===== src/rtl/bcd_pkg.sv =====
`default_nettype none
// ============================================================================
// Module : bcd_pkg
// Brief  : Shared types and sizes for the 3-digit BCD to binary converter.
// Rev    : 1.0
// ============================================================================
package bcd_pkg;

  localparam int NUM_DIGITS = 3;
  localparam int DIGIT_W    = 4;
  localparam int BIN_W      = 10;
  localparam int BCD_W      = NUM_DIGITS * DIGIT_W;

  localparam logic [BIN_W-1:0] OVF8_LIMIT = 10'd255;

  typedef enum logic [1:0] {
    S_IDLE = 2'd0,
    S_CONV = 2'd1,
    S_DONE = 2'd2
  } state_e;

  function automatic logic digit_invalid(input logic [DIGIT_W-1:0] d);
    return d > 4'd9;
  endfunction

endpackage
`default_nettype wire


===== src/rtl/bcd_digit_adj.sv =====
`default_nettype none
// ============================================================================
// Module : bcd_digit_adj
// Brief  : Reverse double-dabble correction for one BCD digit (d>=8 -> d-3).
// Rev    : 1.0
// ============================================================================
module bcd_digit_adj
  import bcd_pkg::*;
(
  input  logic [DIGIT_W-1:0] d_i,
  output logic [DIGIT_W-1:0] adj_o
);

  assign adj_o = (d_i >= 4'd8) ? (d_i - 4'd3) : d_i;

endmodule
`default_nettype wire


===== src/rtl/bcd_to_bin.sv =====
`default_nettype none
// ============================================================================
// Module : bcd_to_bin
// Brief  : Sequential 3-digit BCD to 10-bit binary converter (reverse double dabble).
// Rev    : 1.0
// ============================================================================
module bcd_to_bin
  import bcd_pkg::*;
#(
  parameter int ITER = 10
) (
  input  logic             clk,
  input  logic             rst,
  input  logic             start,
  input  logic [3:0]       hundreds,
  input  logic [3:0]       tens,
  input  logic [3:0]       ones,
  output logic [BIN_W-1:0] bin,
  output logic             ovf8,
  output logic             err,
  output logic             busy,
  output logic             done
);

  localparam int CNT_W = $clog2(ITER + 1);

  state_e             state_q;
  logic [BCD_W-1:0]   bcd_q;
  logic [BIN_W-1:0]   sh_q;
  logic [CNT_W-1:0]   cnt_q;
  logic [BIN_W-1:0]   bin_q;
  logic               ovf8_q;
  logic               err_q;
  logic               busy_q;
  logic               done_q;

  logic [BCD_W-1:0]   bcd_shift;
  logic [BCD_W-1:0]   bcd_d;
  logic [BIN_W-1:0]   sh_d;
  logic               bad_digit;

  // The bcd LSB falls into the MSB of the binary shift register.
  assign bcd_shift = {1'b0, bcd_q[BCD_W-1:1]};
  assign sh_d      = {bcd_q[0], sh_q[BIN_W-1:1]};

  for (genvar g = 0; g < NUM_DIGITS; g++) begin : g_adj
    bcd_digit_adj u_adj (
      .d_i   (bcd_shift[g*DIGIT_W +: DIGIT_W]),
      .adj_o (bcd_d[g*DIGIT_W +: DIGIT_W])
    );
  end

  assign bad_digit = digit_invalid(hundreds) | digit_invalid(tens) | digit_invalid(ones);

  always_ff @(posedge clk) begin
    if (rst) begin
      state_q <= S_IDLE;
      bcd_q   <= '0;
      sh_q    <= '0;
      cnt_q   <= '0;
      bin_q   <= '0;
      ovf8_q  <= 1'b0;
      err_q   <= 1'b0;
      busy_q  <= 1'b0;
      done_q  <= 1'b0;
    end else begin
      case (state_q)
        S_IDLE: begin
          done_q <= 1'b0;
          if (start) begin
            busy_q <= 1'b1;
            if (bad_digit) begin
              bin_q   <= '0;
              ovf8_q  <= 1'b0;
              err_q   <= 1'b1;
              done_q  <= 1'b1;
              state_q <= S_DONE;
            end else begin
              bcd_q   <= {hundreds, tens, ones};
              sh_q    <= '0;
              cnt_q   <= CNT_W'(ITER);
              state_q <= S_CONV;
            end
          end
        end
        S_CONV: begin
          bcd_q <= bcd_d;
          sh_q  <= sh_d;
          cnt_q <= cnt_q - 1'b1;
          if (cnt_q == CNT_W'(1)) begin
            bin_q   <= sh_d;
            ovf8_q  <= (sh_d > OVF8_LIMIT);
            err_q   <= 1'b0;
            done_q  <= 1'b1;
            state_q <= S_DONE;
          end
        end
        S_DONE: begin
          done_q  <= 1'b0;
          busy_q  <= 1'b0;
          state_q <= S_IDLE;
        end
        default: state_q <= S_IDLE;
      endcase
    end
  end

  assign bin  = bin_q;
  assign ovf8 = ovf8_q;
  assign err  = err_q;
  assign busy = busy_q;
  assign done = done_q;

endmodule
`default_nettype wire


===== config.mk =====
export PLATFORM = sky130hd
export DESIGN_NAME = bcd_to_bin
export DESIGN_NICKNAME = d
export VERILOG_FILES = /design/src/rtl/bcd_pkg.sv /design/src/rtl/bcd_digit_adj.sv /design/src/rtl/bcd_to_bin.sv
export SDC_FILE = /design/constraint.sdc
export NUM_CORES = 1
export LEC_CHECK = 0
export CAP_MARGIN = 20
export CELL_PAD_IN_SITES_DETAIL_PLACEMENT = 1
export CELL_PAD_IN_SITES_GLOBAL_PLACEMENT = 1
export CORE_UTILIZATION = 44
export CTS_CLUSTER_DIAMETER = 50
export DETAILED_ROUTE_END_ITERATION = 8
export PLACE_DENSITY = 0.9
export SKIP_LAST_GASP = 1
export SLEW_MARGIN = 20
export SYNTH_ARGS = -nofsm -noshare
export SYNTH_HDL_FRONTEND = slang
export SYNTH_SLANG_ARGS = --single-unit

===== constraint.sdc =====
create_clock -name clk -period 3.8 [get_ports clk]
set_input_delay 0.57 -clock clk [delete_from_list [all_inputs] [get_ports clk]]
set_output_delay 0.57 -clock clk [all_outputs]
set_load 0.05 [all_outputs]

# Word level (Yosys, flattened, before mapping)
# Cells that the tools add are included.
[op_classes]
n_reduce_logical = 9
eq_ne = 7
n_bitwise = 2
add_sub_neg = 4
mux = 34
n_lt_le_gt_ge = 7
[ops]
columns = ["op", "n"]
rows = [
  ["two-way mux 10 bit", 5],
  ["case mux 10 bit (2 select lines)", 2],
  ["two-way mux 12 bit", 2],
  ["case mux 12 bit (2 select lines)", 1],
  ["two-way mux 4 bit", 5],
  ["> comparator 4 bit (second input constant)", 3],
  ["> comparator 10 x 8 -> 1 bit (second input constant)", 1],
  ["two-way mux 1 bit", 10],
  ["greater-or-equal comparator 4 bit (second input constant)", 2],
  ["!= test 2 bit (second input constant)", 4],
  ["case mux 4 bit (2 select lines)", 1],
  ["subtractor 4 x 2 -> 4 bit (second input constant)", 2],
  ["two-way mux 2 bit", 3],
  ["case mux 1 bit (2 select lines)", 3],
  ["AND reduction 2 bit", 3],
  ["equality test 4 x 1 -> 1 bit (second input constant)", 1],
  ["greater-or-equal comparator 3 x 4 -> 1 bit (second input constant)", 1],
  ["case mux 2 bit (2 select lines)", 1],
  ["AND reduction 4 bit", 1],
  ["nonzero test 2 bit", 2],
  ["subtractor 3 x 2 -> 4 bit (second input constant)", 1],
  ["subtractor 4 x 1 -> 4 bit (second input constant)", 1],
  ["case mux 1 bit (3 select lines)", 1],
  ["AND reduction 3 bit", 1],
  ["5 further kinds", 6],
]
[word_totals]
out_inout_bits = 14
elab_cells = 72
input_bits = 15
regBits = 42

# Depth between registers and ports, before layout
# Gate-level depths: netlist (run 1).
[logic_depth]
word_depth = 6
depth_mapped = 8
ltp_nobuf = 6

# Cells and area by module
# A second synthesis (run 1) with hierarchy kept.
[hier_totals]
cells_unflattened = 233
area_unflattened_um2 = 2163.3
[by_module_without_submodules]
columns = ["module", "seq_area_each_um2", "cells_each", "n_inst", "area_each_um2"]
rows = [
  ["bcd_to_bin", 820.8, 200, 1, 1934.4],
  ["bcd_digit_adj", 0.0, 11, 3, 76.3],
]

# Least setup slack after synthesis (run 1)
# Ideal clock, no wire load.
[synth_path]
kind = "input port to flip-flop"
from = "in tens[2]"
to = "reg cnt_q[2]"
slack_ps = 2015
arrival_ps = 1669
t_required_ps = 3684
stages = 4
path_buffers = 0
setup_ps = 116
cell_sequence = "o21a_2 > o41ai_4 > a2111oi_0 > a31o_2"
[synth_between]
elab_chain_cells = 5
[synth_lines]
columns = ["item", "line_no", "source"]
rows = [
  ["start: declaration", "bcd_to_bin.sv:16", "input logic [3:0] tens,"],
  ["> comparator 4 bit", "bcd_pkg.sv:23", "return d > 4'd9;"],
  ["OR 1 bit (2 in a row)", "bcd_to_bin.sv:53", "assign bad_digit = digit_invalid(hundreds) | digit_invalid(tens) | digit_invalid(ones);"],
  ["!= test 2 bit (no line)", "-", ""],
  ["AND reduction 3 bit (no line)", "-", ""],
  ["end signal: assignment", "bcd_to_bin.sv:81", "cnt_q <= CNT_W'(ITER);"],
  ["end signal: assignment", "bcd_to_bin.sv:89", "cnt_q <= cnt_q - 1'b1;"],
  ["end: declaration", "bcd_to_bin.sv:30", "logic [CNT_W-1:0] cnt_q;"],
]
# Every way passes these cells.
# A chain may end at the register's enable or synchronous reset.

# Worst setup path in the final report (run 1)
[layout_path]
from = "reg state_q[1]"
to = "reg bin_q[7] (netlist: bin[7])"
[layout_between]
elab_chain_cells = 3
elab_cells_between_ends = 8
cone_classes = "eq/ne (4); mux (1); reduce/logical (3)"
[layout_lines]
columns = ["item", "line_no", "source"]
rows = [
  ["start: declaration", "bcd_to_bin.sv:27", "state_e state_q;"],
  ["start signal: assignment", "bcd_to_bin.sv:57", "state_q <= S_IDLE;"],
  ["start signal: assignment", "bcd_to_bin.sv:77", "state_q <= S_DONE;"],
  ["start signal: assignment", "bcd_to_bin.sv:82", "state_q <= S_CONV;"],
  ["equality test 2 x 1 -> 1 bit / zero test 2 bit (equally long branches)", "bcd_to_bin.sv:67", "case (state_q)"],
  ["!= test 2 bit (no line) / nonzero test 2 bit (equally long branches)", "-", ""],
  ["AND reduction 4 bit (no line)", "-", ""],
  ["end signal: assignment", "bcd_to_bin.sv:61", "bin_q <= '0;"],
  ["end signal: assignment", "bcd_to_bin.sv:73", "bin_q <= '0;"],
  ["end signal: assignment", "bcd_to_bin.sv:91", "bin_q <= sh_d;"],
  ["end: declaration", "bcd_to_bin.sv:31", "logic [BIN_W-1:0] bin_q;"],
]
# Parallel ways exist; a longest one is shown, timed or not.

==> results.sh, run 1 <==
export IMPL_p_comb_share_pct=16.0
export IMPL_setup_worst_path_end="bin[7]"
export IMPL_cts_resized=0
export IMPL_cellLeakagePower_uw=0.0008604
export IMPL_grt_pass1_vias=1721
export IMPL_period_share_pct=68.73
export IMPL_via_per_inst=5.788
export IMPL_use_met1_pct=28.67
export IMPL_min_path_type="flip-flop to flip-flop"
export IMPL_drtIter0Drc=99
export IMPL_first_pass_iters=6
export IMPL_path_common_cell="inv_1"
export IMPL_r2r_end="bin[7]"
export IMPL_synth_ff_type="dfxtp_1"
export IMPL_path_cells="inv_1, ha_1, inv_1, or2_1, a211oi_2, a22o_2"
export IMPL_slowest_stage="a211oi_2"
export IMPL_synth_cell_types=48
export IMPL_min_period_ns=2.612
export IMPL_fin_skew_ns=0.008106
export IMPL_grt_busiest_layer="met2"
export IMPL_synthCells=228
export IMPL_antenna_found_initial=0
export IMPL_worst_slew_pin_slew_ns=0.9908
export IMPL_min_delay_start="sh_q[6]"
export IMPL_worstReg2RegStart="state_q[1]"
export IMPL_setup_violations=0
export IMPL_intPower_uw=776.5
export IMPL_crit_type="flip-flop to flip-flop"
export IMPL_synth_edf_count=0
export IMPL_grt_max_degree=34
export IMPL_start_util_pct=46.90
export IMPL_numClockSinks=41
export IMPL_insertion_delay_ns=0.31
export IMPL_ys_ff_latch=41
export IMPL_pin_count=29
export IMPL_root_buffer="clkbuf_8"
export IMPL_syn_area_per_cell_um2=9.203
export IMPL_wl_per_cell_um=16.99
export IMPL_rsz0062_at_grt="no"
export IMPL_p_sw_uw=293.6
export IMPL_arrival_ns=2.87
export IMPL_grt_pass1_wl_um=8694
export IMPL_syn_to_final_growth_pct=19.50
export IMPL_ff2ff_path_depth=6
export IMPL_coreArea_um2=4474
export IMPL_yosysSeqAreaShare_pct=39.12
export IMPL_crit_buf_inv=2
export IMPL_numPortBuffers=28
export IMPL_syn_nets=253
export IMPL_grt_overflow=0
export IMPL_cts_hold_buf=0
export IMPL_critPathMaxFanout=19
export IMPL_grt_util_met2_pct=35.90
export IMPL_wirelength_um=5198
export IMPL_antennaDiodeCount=0
export IMPL_fin_tns_setup_ns=0
export IMPL_reg2reg_setup_slack_ns=1.19
export IMPL_ant_nets=0
export IMPL_synth_async_sr_flop_share_pct=0
export IMPL_syn_cell_area_um2=2098
export IMPL_cp_slowest_stage_delay_ns=0.66
export IMPL_hold_viol_final=0
export IMPL_status="finished clean"
export IMPL_ys_warn_count=0
export IMPL_cap_violations=0
export IMPL_worstSetupPathDepth=6
export IMPL_fmax_ghz=0.3829
export IMPL_drcViolationCount=0
export IMPL_vias=1771
export IMPL_die_area_um2=5049
export IMPL_setup_worst_path_end_class="flip-flop"
export IMPL_final_core_util_pct=56.04
export IMPL_cp_start_kind="flip-flop"
export IMPL_setup_ws_ns=1.188
export IMPL_clk_pin_slew_ns=0.09
export IMPL_ir_drop_mv=0.1617
export IMPL_clock_power_share_pct=40.9
export IMPL_max_slew_margin_pct=33.94
export IMPL_crit_start="state_q[1]"
export IMPL_use_met3_pct=4.986
export IMPL_nNetsFinal=278
export IMPL_powerDensity_nw_per_um2=426.8
export IMPL_cts_buffers=5
export IMPL_tritoncts="yes"
export IMPL_cp_required_ns=4.05
export IMPL_drive_above_1_share_pct=14.57
export IMPL_slew_violations=0
export IMPL_fp_dieW_um=71.06
export IMPL_finalWeightedCongestion=0.7982
export IMPL_p_seq_share_pct=43.1
export IMPL_critPathTopFamily="compound AO/OA/AOI/OAI gates"
export IMPL_pre_cts_slack_ns=1.023
export IMPL_core_rowCount=24
export IMPL_grt_usage_pct=22.16
export IMPL_p_sw_share_pct=27.44
export IMPL_cts_path_max_buffers=2
export IMPL_h_tree_depth=2
export IMPL_place_hpwl_um=3581
export IMPL_die_height_um=71.06
export IMPL_cts_setup_buffers=0
[registers in the layout, summed over array words and instances (netlist names)]
| signal | cells |
|---|---|
| bcd_q | 12 |
| bin | 10 |
| sh_q | 9 |
| cnt_q | 4 |
| state_q | 2 |
| busy | 1 |
| done | 1 |
| err | 1 |
| ovf8 | 1 |
[layout by cell type, fill, tap and decap left out, types with 2 or more instances in the layout]
cell type and count:
a221oi_1 2, inv_1 11, a211oi_1 3, o211ai_1 4
nor2b_1 5, nand2b_1 3, and2_2 2, nor2_1 13
nor4_1 4, mux2i_1 4, a2111oi_0 3, a22oi_1 2
clkdlybuf4s50_1 28, o21ai_0 5, ha_1 10, dfxtp_1 41
nand3_1 13, xnor2_1 4, nor3_1 8, a21oi_1 21
a22o_2 11, nand2_1 20, a211oi_2 3, a211o_1 3
nand4_1 2, clkbuf_8 5, bufinv_16 2, buf_4 4
[cell families after synthesis]
group,count (synthesis),share of synthesized area (%)
fa+ha+maj,10,5.963
flops,41,39.12
mux,4,1.908
simple gates,77,18.96
buf+inv,25,6.916
xor+xnor,4,1.669
compound gates,67,25.46
[layout make-up]
class	count	area [um^2]
repair buffers	32	310.3
inverters	11	41.29
well taps	52	65.06
clock inverters	3	68.82
fillers	529	1967
multi-input cells	162	1132
clock buffers	5	68.82
flip-flops and latches	41	820.8
[metal layers]
layer | vias to the layer above | share of wire, %
li1 | 868 | -
met1 | 863 | 47
met2 | 31 | 48
met3 | 9 | 2.8
met4 | 0 | 2.2
met5 | - | 0
[power groups by stage]
stage / combinational [uW] / clock, uW / sequential, uW
global placement: 162 / 0 / 470
CTS: 171 / 441 / 461
floorplan: 110 / 0 / 481
finish: 171 / 438 / 461
global route: 187 / 463 / 463
detailed placement: 168 / 0 / 471
[cells in the mapped netlist (5+ instances only)]
master    n  area, um^2
a21oi_1  21       105.1
a22o_2   11       110.1
dfxtp_1  41       820.8
ha_1     10       125.1
inv_1    11       41.29
nand2_1  20       75.07
nand3_1  13       65.06
nor2_1   13       48.80
nor2b_1   5       31.28
nor3_1    8       40.04
o21ai_0   5       25.02
[worst min path at each step]
stage | cells after the start | slack (ns) | endpoint
after global placement | 2 | 0.45 | sh_q[1]
after detailed placement | 1 | 0.47 | bin[4]
after global routing | 1 | 0.51 | bin[4]
after CTS | 2 | 0.48 | sh_q[6]
final | 2 | 0.48 | sh_q[6]
after floorplan | 2 | 0.43 | sh_q[1]
[worst min-delay path: cells and delay by family (launching register included)]
family / cells / cell delay [ns]
AOI/OAI and AO/OA: 1 / 0.05
DFF: 1 / 0.33
and+or+nand+nor: 1 / 0.06
[stage by stage]
step	hold slack, ns	instances	total power, uW	area (um^2)
detailed placement	0.4676	298	638.8	2370
global placement	0.4481	298	632.0	2370
CTS	0.4802	306	1073	2507
global route	0.5082	306	1113	2507
floorplan	0.4315	228	590.8	2098
finish	0.4822	306	1070	2507
No activity file was read; power rests on OpenSTA's default activity.
==> inputs of run 2 (changes only) <==
--- a/config.mk
+++ b/config.mk
@@ -8,10 +8,10 @@
 export CAP_MARGIN = 20
 export CELL_PAD_IN_SITES_DETAIL_PLACEMENT = 1
 export CELL_PAD_IN_SITES_GLOBAL_PLACEMENT = 1
-export CORE_UTILIZATION = 44
+export CORE_UTILIZATION = 41
 export CTS_CLUSTER_DIAMETER = 50
 export DETAILED_ROUTE_END_ITERATION = 8
-export PLACE_DENSITY = 0.9
+export PLACE_DENSITY = 0.85
 export SKIP_LAST_GASP = 1
 export SLEW_MARGIN = 20
 export SYNTH_ARGS = -nofsm -noshare
==> constraint.sdc (replaced) <==
create_clock -name clk -period 2.45 [get_ports clk]
set_input_delay 0.3675 -clock clk [delete_from_list [all_inputs] [get_ports clk]]
set_output_delay 0.3675 -clock clk [all_outputs]
set_load 0.05 [all_outputs]
==> run 2 against run 1 <==
  * Global-route usage shrank 1.7 points
  * Critical endpoint is now bin[2]
  * Fmax rose by 19%
  * Total power grew 55%
  * Clock skew increased by 0.0031 ns
  * Non-clock buffer count increased by 9
  * Sequential power grew 55%
  * Sequential cell count stayed put
  * Critical path depth stayed put
  * Die area rose by 7.1%
  * Register-to-register slack worse by 0.93 ns
==> results.sh, run 2 (same netlist as run 1, synthesis figures left out) <==
export IMPL_h_tree_depth=2
export IMPL_fillers=584
export IMPL_grt_usage_pct=20.48
export IMPL_root_buffer="clkbuf_8"
export IMPL_clock_power_share_pct=39.7
export IMPL_final_core_util_pct=54.10
export IMPL_grt_overflow=0
export IMPL_ant_nets=0
export IMPL_period_share_pct=89.41
export IMPL_crit_type="flip-flop to flip-flop"
export IMPL_insertion_delay_ns=0.30
export IMPL_grt_util_met2_pct=35.47
export IMPL_die_area_um2=5408
export IMPL_pin_count=29
export IMPL_multi_input_area_um2=1132
export IMPL_antennaDiodeCount=0
export IMPL_use_met3_pct=3.292
export IMPL_vias=1815
export IMPL_powerDensity_nw_per_um2=635.7
export IMPL_min_period_ns=2.191
export IMPL_top_register="bcd_q"
export IMPL_fin_skew_ns=0.01119
export IMPL_cts_resized=0
export IMPL_drtIter0Drc=59
export IMPL_slew_violations=0
export IMPL_grt_pass1_wl_um=8507
export IMPL_cts_path_max_buffers=2
export IMPL_pre_cts_slack_ns=0.1397
export IMPL_start_util_pct=43.56
export IMPL_finalWeightedCongestion=0.7897
export IMPL_numPortBuffers=28
export IMPL_grt_pass1_vias=1764
export IMPL_use_met1_pct=25.93
export IMPL_cp_slowest_stage_delay_ns=0.60
export IMPL_cp_start_kind="flip-flop"
export IMPL_p_seq_share_pct=43.1
export IMPL_arrival_ns=2.43
export IMPL_p_comb_share_pct=17.1
export IMPL_cts_setup_buffers=0
export IMPL_grt_max_degree=27
export IMPL_min_path_type="flip-flop to flip-flop"
export IMPL_drcViolationCount=0
export IMPL_mostFrequentLayoutCells="dfxtp_1 (41), clkdlybuf4s50_1 (28), a21oi_1 (21)"
export IMPL_cts_buffers=5
export IMPL_syn_to_final_growth_pct=24.21
export IMPL_nNetsFinal=287
export IMPL_fin_tns_setup_ns=0
export IMPL_cts_hold_buf=0
export IMPL_intPower_uw=1220
export IMPL_setup_violations=0
export IMPL_status="finished clean"
export IMPL_path_common_cell="inv_1"
export IMPL_die_height_um=73.54
export IMPL_clk_pin_slew_ns=0.09
export IMPL_numClockSinks=41
export IMPL_wirelength_um=5121
export IMPL_grt_busiest_layer="met2"
export IMPL_coreArea_um2=4817
export IMPL_slowest_stage="a211oi_2"
export IMPL_cap_violations=0
export IMPL_drive_above_1_share_pct=17.49
export IMPL_rsz0062_at_grt="no"
export IMPL_antenna_found_initial=0
export IMPL_path_cells="inv_1, ha_1, inv_1, or2_1, a211oi_2, a22o_2"
export IMPL_p_sw_uw=437.1
export IMPL_final_common_cell="dfxtp_1"
export IMPL_wl_per_cell_um=15.52
export IMPL_cellLeakagePower_uw=0.0009072
export IMPL_critPathMaxFanout=13
export IMPL_max_slew_margin_pct=54.06
export IMPL_ff_latch_area_um2=820.8
export IMPL_whs_ns=0.4750
export IMPL_first_pass_iters=4
export IMPL_hold_viol_final=0
export IMPL_via_per_inst=5.500
export IMPL_fmax_ghz=0.4565
export IMPL_largest_register_ffs=12
export IMPL_tritoncts="yes"
export IMPL_worst_slew_pin_slew_ns=0.6878
export IMPL_ir_drop_mv=0.4171
export IMPL_setup_worst_path_end_class="flip-flop"
export IMPL_cp_required_ns=2.69
export IMPL_fp_dieW_um=73.54
export IMPL_setup_ws_ns=0.2594
export IMPL_place_hpwl_um=3792
export IMPL_core_rowCount=25
export IMPL_p_sw_share_pct=26.38
-- run 2: critical path: cells and delay by family, from the launching register on --
family / cells / cell delay [ns]
AOI/OAI and AO/OA: 2 / 0.85
and+or+nand+nor: 1 / 0.27
buffers and inverters: 2 / 0.20
DFF: 1 / 0.34
adders and majority gates: 1 / 0.45
-- run 2: routing by layer --
| layer | wire length (um) | share of wire [%] |
|---|---|---|
| met2 | 2573 | 50 |
| met4 | 55 | 1.1 |
| met3 | 103 | 2.0 |
| met5 | 0 | 0 |
| met1 | 2388 | 47 |
-- run 2: worst paths after layout --
check                                start       to  slack, ns  cells past startpoint
worst max-delay path            state_q[1]   bin[2]       0.26                      6
worst min-delay path               sh_q[1]  sh_q[1]       0.48                      2
worst max register to register  state_q[1]   bin[2]       0.26                      6
worst min register to register     sh_q[1]  sh_q[1]       0.48                      2
-- run 2: layout make-up --
type | count | share of cell area, %
multi-input combinational | 162 | 43.45
tap | 67 | 3.217
sequential | 41 | 31.49
inverter | 11 | 1.584
clock inverter | 3 | 2.640
clock buffer | 5 | 2.640
timing repair buffer | 41 | 14.98
-- run 2: stage by stage --
stage	total power [uW]	instances	cell area, um^2
2_1_floorplan	916.4	228	2098
3_3_place_gp	999.8	322	2469
3_5_place_dp	1010	322	2469
4_1_cts	1673	330	2606
5_1_grt	1720	330	2606
6_report	1657	330	2606
-- run 2: power by group through the flow --
stage          logic, uW  registers (uW)  clock network [uW]
6_report             284             715                 658
5_1_grt              308             718                 694
4_1_cts              284             715                 674
3_5_place_dp         280             730                   0
3_3_place_gp         271             729                   0
2_1_floorplan        171             746                   0
